==> src/rtl/mem_arbiter_pkg.sv <==
// mem_arbiter_pkg: shared types and defaults for the IF/DM memory arbiter.
//   arb_state_e  - transaction phase of the shared memory port
//   arb_owner_e  - which requester owns the current transaction
//   XLEN_DEFAULT - default address/data width
package mem_arbiter_pkg;

    localparam int XLEN_DEFAULT = 64;

    typedef enum logic [1:0] {
        IDLE      = 2'd0,
        WAIT_GNT  = 2'd1,
        WAIT_RESP = 2'd2
    } arb_state_e;

    typedef enum logic {
        OWN_IF = 1'b0,
        OWN_DM = 1'b1
    } arb_owner_e;

endpackage

==> src/rtl/mem_arb_sel.sv <==
// mem_arb_sel: combinational owner selection for the memory arbiter.
// Data accesses win, except when a waiting fetch has already been passed
// over STARVE_MAX times in a row.
//   if_req     in  fetch request present
//   dm_req     in  data request present
//   starve_cnt in  consecutive data wins while a fetch was waiting
//   owner      out selected owner (only meaningful when a request exists)
module mem_arb_sel
    import mem_arbiter_pkg::*;
#(
    parameter int STARVE_MAX = 4,
    parameter int CNT_W      = $clog2(STARVE_MAX + 1)
) (
    input  logic             if_req,
    input  logic             dm_req,
    input  logic [CNT_W-1:0] starve_cnt,
    output arb_owner_e       owner
);

    logic w_starved;

    assign w_starved = (starve_cnt == CNT_W'(STARVE_MAX));

    always_comb begin
        owner = OWN_DM;
        if (if_req && (!dm_req || w_starved)) begin
            owner = OWN_IF;
        end
    end

endmodule

==> src/rtl/mem_arbiter.sv <==
// mem_arbiter: shares one single-ported memory between the fetch (IF) and
// data (DM) ports of the pipeline. One transaction in flight at a time.
//   clk, rst_                 clock, asynchronous active-low reset
//   if_req_i/if_addr_i        fetch request and address
//   if_kill_i                 drop the response of the current fetch
//   if_gnt_o/if_rvalid_o/if_rdata_o   fetch grant, response, data
//   dm_req_i/dm_we_i/dm_be_i/dm_addr_i/dm_wdata_i   data request fields
//   dm_gnt_o/dm_rvalid_o/dm_rdata_o   data grant, response (also write ack), data
//   mem_req_o/mem_we_o/mem_be_o/mem_addr_o/mem_wdata_o   registered memory request
//   mem_gnt_i/mem_rvalid_i/mem_rdata_i   memory accept, response, data
//   err_o                     sticky protocol error
module mem_arbiter
    import mem_arbiter_pkg::*;
#(
    parameter int XLEN       = XLEN_DEFAULT,
    parameter int STARVE_MAX = 4
) (
    input  logic              clk,
    input  logic              rst_,
    input  logic              if_req_i,
    input  logic [XLEN-1:0]   if_addr_i,
    input  logic              if_kill_i,
    output logic              if_gnt_o,
    output logic              if_rvalid_o,
    output logic [XLEN-1:0]   if_rdata_o,
    input  logic              dm_req_i,
    input  logic              dm_we_i,
    input  logic [XLEN/8-1:0] dm_be_i,
    input  logic [XLEN-1:0]   dm_addr_i,
    input  logic [XLEN-1:0]   dm_wdata_i,
    output logic              dm_gnt_o,
    output logic              dm_rvalid_o,
    output logic [XLEN-1:0]   dm_rdata_o,
    output logic              mem_req_o,
    output logic              mem_we_o,
    output logic [XLEN/8-1:0] mem_be_o,
    output logic [XLEN-1:0]   mem_addr_o,
    output logic [XLEN-1:0]   mem_wdata_o,
    input  logic              mem_gnt_i,
    input  logic              mem_rvalid_i,
    input  logic [XLEN-1:0]   mem_rdata_i,
    output logic              err_o
);

    localparam int CNT_W = $clog2(STARVE_MAX + 1);
    localparam int BEW   = XLEN / 8;

    arb_state_e       r_state, w_state_next;
    arb_owner_e       r_owner, w_sel_owner;
    logic [CNT_W-1:0] r_starve_cnt, w_starve_next;
    logic             r_kill_pend;
    logic             r_err;
    logic             r_mem_we;
    logic [BEW-1:0]   r_mem_be;
    logic [XLEN-1:0]  r_mem_addr;
    logic [XLEN-1:0]  r_mem_wdata;

    logic w_any_req, w_latch, w_own_if, w_owner_req, w_busy, w_resp, w_gnt;

    mem_arb_sel #(
        .STARVE_MAX (STARVE_MAX),
        .CNT_W      (CNT_W)
    ) u_sel (
        .if_req     (if_req_i),
        .dm_req     (dm_req_i),
        .starve_cnt (r_starve_cnt),
        .owner      (w_sel_owner)
    );

    assign w_any_req   = if_req_i | dm_req_i;
    assign w_latch     = (r_state == IDLE) && w_any_req;
    assign w_own_if    = (r_owner == OWN_IF);
    assign w_owner_req = w_own_if ? if_req_i : dm_req_i;
    assign w_busy      = (r_state != IDLE);
    assign w_gnt       = (r_state == WAIT_GNT) && mem_gnt_i;
    assign w_resp      = (r_state == WAIT_RESP) && mem_rvalid_i;

    always_comb begin
        w_state_next = r_state;
        case (r_state)
            IDLE:      if (w_any_req)    w_state_next = WAIT_GNT;
            WAIT_GNT:  if (mem_gnt_i)    w_state_next = WAIT_RESP;
            WAIT_RESP: if (mem_rvalid_i) w_state_next = IDLE;
            default:                     w_state_next = IDLE;
        endcase
    end

    // Counts data wins taken while a fetch was waiting; an IF win clears it.
    // A DM win with the counter already at STARVE_MAX cannot happen while
    // if_req_i is high, the guard only keeps the count saturating.
    always_comb begin
        w_starve_next = r_starve_cnt;
        if (w_latch) begin
            if (w_sel_owner == OWN_IF) begin
                w_starve_next = '0;
            end else if (if_req_i && (r_starve_cnt != CNT_W'(STARVE_MAX))) begin
                w_starve_next = r_starve_cnt + CNT_W'(1);
            end
        end
    end

    always_ff @(posedge clk or negedge rst_) begin
        if (!rst_) begin
            r_state      <= IDLE;
            r_starve_cnt <= '0;
        end else begin
            r_state      <= w_state_next;
            r_starve_cnt <= w_starve_next;
        end
    end

    // Request fields are captured only when a new transaction starts, so
    // the memory sees them from a register and they never change mid-flight.
    always_ff @(posedge clk or negedge rst_) begin
        if (!rst_) begin
            r_owner     <= OWN_IF;
            r_mem_we    <= 1'b0;
            r_mem_be    <= '0;
            r_mem_addr  <= '0;
            r_mem_wdata <= '0;
        end else if (w_latch) begin
            r_owner <= w_sel_owner;
            if (w_sel_owner == OWN_IF) begin
                // Fetches are full-width reads.
                r_mem_we    <= 1'b0;
                r_mem_be    <= '1;
                r_mem_addr  <= if_addr_i;
                r_mem_wdata <= '0;
            end else begin
                r_mem_we    <= dm_we_i;
                r_mem_be    <= dm_be_i;
                r_mem_addr  <= dm_addr_i;
                r_mem_wdata <= dm_wdata_i;
            end
        end
    end

    // A killed fetch still runs to completion on the memory side; only its
    // response is hidden from the fetch stage.
    always_ff @(posedge clk or negedge rst_) begin
        if (!rst_) begin
            r_kill_pend <= 1'b0;
        end else if (w_resp) begin
            r_kill_pend <= 1'b0;
        end else if (if_kill_i && w_own_if && w_busy) begin
            r_kill_pend <= 1'b1;
        end
    end

    always_ff @(posedge clk or negedge rst_) begin
        if (!rst_) begin
            r_err <= 1'b0;
        end else if ((mem_rvalid_i && (r_state != WAIT_RESP)) ||
                     ((r_state == WAIT_GNT) && !w_owner_req)) begin
            r_err <= 1'b1;
        end
    end

    assign mem_req_o   = (r_state == WAIT_GNT);
    assign mem_we_o    = r_mem_we;
    assign mem_be_o    = r_mem_be;
    assign mem_addr_o  = r_mem_addr;
    assign mem_wdata_o = r_mem_wdata;
    assign err_o       = r_err;

    assign if_gnt_o    = w_gnt &  w_own_if;
    assign dm_gnt_o    = w_gnt & ~w_own_if;
    assign if_rvalid_o = w_resp &  w_own_if & ~r_kill_pend & ~if_kill_i;
    assign dm_rvalid_o = w_resp & ~w_own_if;
    assign if_rdata_o  = (w_busy &&  w_own_if) ? mem_rdata_i : '0;
    assign dm_rdata_o  = (w_busy && !w_own_if) ? mem_rdata_i : '0;

endmodule
==> config.mk <==
export PLATFORM = sky130hd
export DESIGN_NAME = mem_arbiter
export DESIGN_NICKNAME = d
export VERILOG_FILES = /design/src/rtl/mem_arbiter_pkg.sv /design/src/rtl/mem_arb_sel.sv /design/src/rtl/mem_arbiter.sv
export SDC_FILE = /design/constraint.sdc
export NUM_CORES = 1
export LEC_CHECK = 0
export CAP_MARGIN = 20
export CELL_PAD_IN_SITES_DETAIL_PLACEMENT = 1
export CELL_PAD_IN_SITES_GLOBAL_PLACEMENT = 1
export CORE_AREA = 2 2 213 215
export DETAILED_ROUTE_END_ITERATION = 10
export DIE_AREA = 0 0 215 217
export GPL_ROUTABILITY_DRIVEN = 0
export PLACE_DENSITY_LB_ADDON = 0.1
export RECOVER_POWER = 25
export REMOVE_ABC_BUFFERS = 1
export SLEW_MARGIN = 20
export SYNTH_ARGS = -nofsm -noshare
export SYNTH_HDL_FRONTEND = slang
export SYNTH_SLANG_ARGS = --single-unit
==> constraint.sdc <==
create_clock -name clk -period 1.45 [get_ports clk]
set_input_delay 0.2175 -clock clk [delete_from_list [all_inputs] [get_ports clk]]
set_output_delay 0.2175 -clock clk [all_outputs]
set_load 0.1 [all_outputs]
==> run summary, run 1 <==
status: finished, violations left
failing checks: negative setup slack
CTS sink count: 145
DRC viols: 0
Final period util: 1.401
setup TNS: -81300 ps
multiplexer area fraction after synthesis: 0.002680
Port Buf Inserts: 542
HP Class: primary input to flop
Post-Synth XOR/XNOR Area: 0
Post-Syn Instances: 827
total routed wirelength: 45700 µm
Syn-to-layout area delta: 134.9%
Iter 0 DRT Violations: 410
Die Wd: 215 µm
reg2reg path depth: 5
Detail Placement HPWL: 34810 µm
fmax: 492.1 MHz
Clock Skews: 6.723 ps
Die Span Y: 217 µm
syn_area_per_cell: 9.598 µm²
Setup-failing EPs final: 270
startpoint types: flop
vias in the first global route: 9912
kind of critical path: flop to output port
worst slew pin tran: 1247 ps
share of post-route cells with drive strength above 1: 0.4007
Ports: 543
Post-synth top flop: dfrtp_1
Hold Path Stages: 4
drt pass-1 iters: 4
CP cell instances: buf_6 -> nor2_4 -> nor2_4 -> buf_12 -> buf_12 -> and2_1 -> buf_12
Post-Place Cells: 1958
first-pass GRT wire length: 68120 µm
# rows: 78
initial antenna violation count: 5
yosys warns: 0
gr ovfl total: 0
Final ANT Viol Nets: 0
H-tree depth: 4
# Max-Cap Violations: 0
Skew-Pair Late Insertion Delay: 450 ps
nets: 1656
Slew Limit Fails: 0
Seq/Total Area, Yosys: 0.4571
final setup margin: -582.1 ps
core area: 44700 µm²
flop2flop setup slack: -220 ps
buffers plus inverters on the worst setup path: 4
slowest CP cell: dfrtp_1
reg-to-reg critical path endpoint: mem_addr_o[47]
Max Fanout on Critical Path: 13
WP data required: 1230 ps
cell family with most CP delay: buffers and inverters
post-synthesis simple-gate area fraction: 0.2558
Clock Tree Buf Depth: 2
minimum clock period: 2032 ps
FF+latch count, synth: 145
Cell variety after synth: 37
Crit path largest cell delay: 390 ps
final hold vios: 0
largest net degree at the start of global routing: 49
number of buffers created by CTS: 17
CTS tree: built
Post-synth EDFFs: 0
Worst path most repeated cell: buf_12
WHS: 260.1 ps
critical path capture point type: output port
area of the mapped netlist: 7938 µm²
non-filler instance count after layout: 2000
post-synthesis compound-gate area fraction: 0.2120
crit path DAT: 1810 ps
GRT Resource Usage Total: 0.1940
vias: 9145
ys async rst share: 1.000
Clock transition at path regs: 60 ps
DIE AREA: 46660 µm²
routed length per instance: 22.85 µm
Clock Tree Root: clkbuf_16
vias per cell: 4.573
unrepaired setup endpoints after global routing: yes
worst flop-to-flop path startpoint: r_state[0]
starting density of the core: 0.1776
hold endpoint: r_starve_cnt[2]
Max transition margin: 0.1689
worst hold start: if_req_i
Adder-Cell Fraction of Synth Area: 0.003153
largest family of logic cells by synthesized area: simple AND/OR/NAND/NOR gates
==> state kept, by name (all words and copies together) (netlist names) <==
register,flops
mem_wdata_o,64
r_kill_pend,1
err_o,1
mem_we_o,1
r_state,2
r_owner,1
mem_be_o,8
mem_addr_o,64
r_starve_cnt,3
==> cells by family after synthesis <==
logic type	Yosys count
adders and majority gates	2
muxes	2
and+or+nand+nor	353
DFF	145
AOI/OAI and AO/OA	212
buffers and inverters	113
==> through the flow <==
stage / worst slack [ps] / area [µm²] / util
6_report: -582.1 / 18650 / 0.4171
4_1_cts: -627.5 / 18570 / 0.4154
2_1_floorplan: -3371 / 7400 / -
3_3_place_gp: -356.9 / 17540 / 0.3925
5_1_grt: -660.5 / 18640 / 0.4169
3_5_place_dp: -363.1 / 17540 / 0.3925
==> how the worst max path moves through the flow <==
stage,cells past startpoint,from,to
2_1_floorplan,3,r_state[1],if_rdata_o[0]
3_5_place_dp,5,dm_req_i,mem_addr_o[42]
4_1_cts,7,r_state[0],if_rdata_o[59]
3_3_place_gp,5,dm_req_i,mem_addr_o[34]
6_report,7,r_state[1],if_rdata_o[0]
5_1_grt,7,r_state[1],if_rdata_o[31]
==> synthesized netlist by cell type (2+ instances only) <==
library cell    n  area [µm²]
dfrtp_1       145        3628
nand3_1       129       645.6
o21ai_0        69       345.3
and3_1         66       412.9
and2_1         65       406.6
nand4_1        65       406.6
o2bb2ai_1      65       569.3
clkbuf_1       64       240.2
o211ai_2       34       425.4
o211ai_1       30       225.2
buf_2          22       110.1
buf_6          11       123.9
a2bb2oi_1       8       70.07
nor3_1          8       40.04
buf_1           7       26.28
nor2_1          5       18.77
buf_4           3       22.52
clkbuf_2        3       15.01
inv_1           3       11.26
nand2_1         3       11.26
nor2b_1         3       18.77
ha_1            2       25.02
nor2_4          2       22.52
or2_1           2       12.51
==> cell type report <==
class	instances	area, µm²
Multi-Input combinational cell	569	4164
Timing Repair Buffer	646	9442
Antenna cell	5	12.51
Fill cell	4706	26050
Clock buffer	19	452.9
Tap cell	600	750.7
Clock inverter	13	182.7
Sequential cell	145	3630
Inverter	3	11.26
==> cell usage in the layout, fill, tap and decap left out, types with 3 or more instances in the layout <==
cell type,count
o21ai_0,56
nor3_1,8
diode_2,5
dfrtp_1,144
buf_6,8
buf_4,57
clkinv_4,3
and2_4,60
o2bb2ai_1,65
clkdlybuf4s50_1,269
clkbuf_16,17
bufinv_16,4
and2_1,4
and3_4,35
o211ai_1,30
o211ai_2,34
clkinv_2,4
buf_12,307
nand3_1,129
nand2_2,3
a2bb2oi_1,8
nand4_1,65
o21ai_1,14
and3_1,30
nor2_4,5
==> timing repair <==
item,4_1_cts,5_1_grt
endpoints found under the setup margin,273,274
pin swaps,23,17
gates resized for setup,98,38
hold endpoints to repair,23,0
setup buffers,1,3
gates cloned,1,0
hold buffers,1,0
==> metal layers <==
metal  GRT usage  vias to the layer above  share of wire
met5           0                        -         0.0012
met4     0.04000                        8          0.010
met3     0.06806                       33          0.080
met2      0.3107                      301           0.48
met1      0.2528                     4570           0.43
li1            -                     4233              -
==> worst reg2reg max path, delay by kind of cell (launching register included) <==
| kind | cells | cell delay, ps |
|---|---|---|
| compound gates | 2 | 360 |
| buf+inv | 2 | 430 |
| flops | 1 | 410 |
| simple gates | 1 | 350 |
Power of run 1 is left out: the tool's default activity adds up to more than one toggle a clock period on the data nets, which glitch-free logic cannot reach.
==> inputs of run 2 (changes only) <==
- CAP_MARGIN: 20 -> default
==> results of run 2 <==
No change in the layout: final DEF, timing and power equal those of run 1.
Power of run 2 is left out for the same reason.
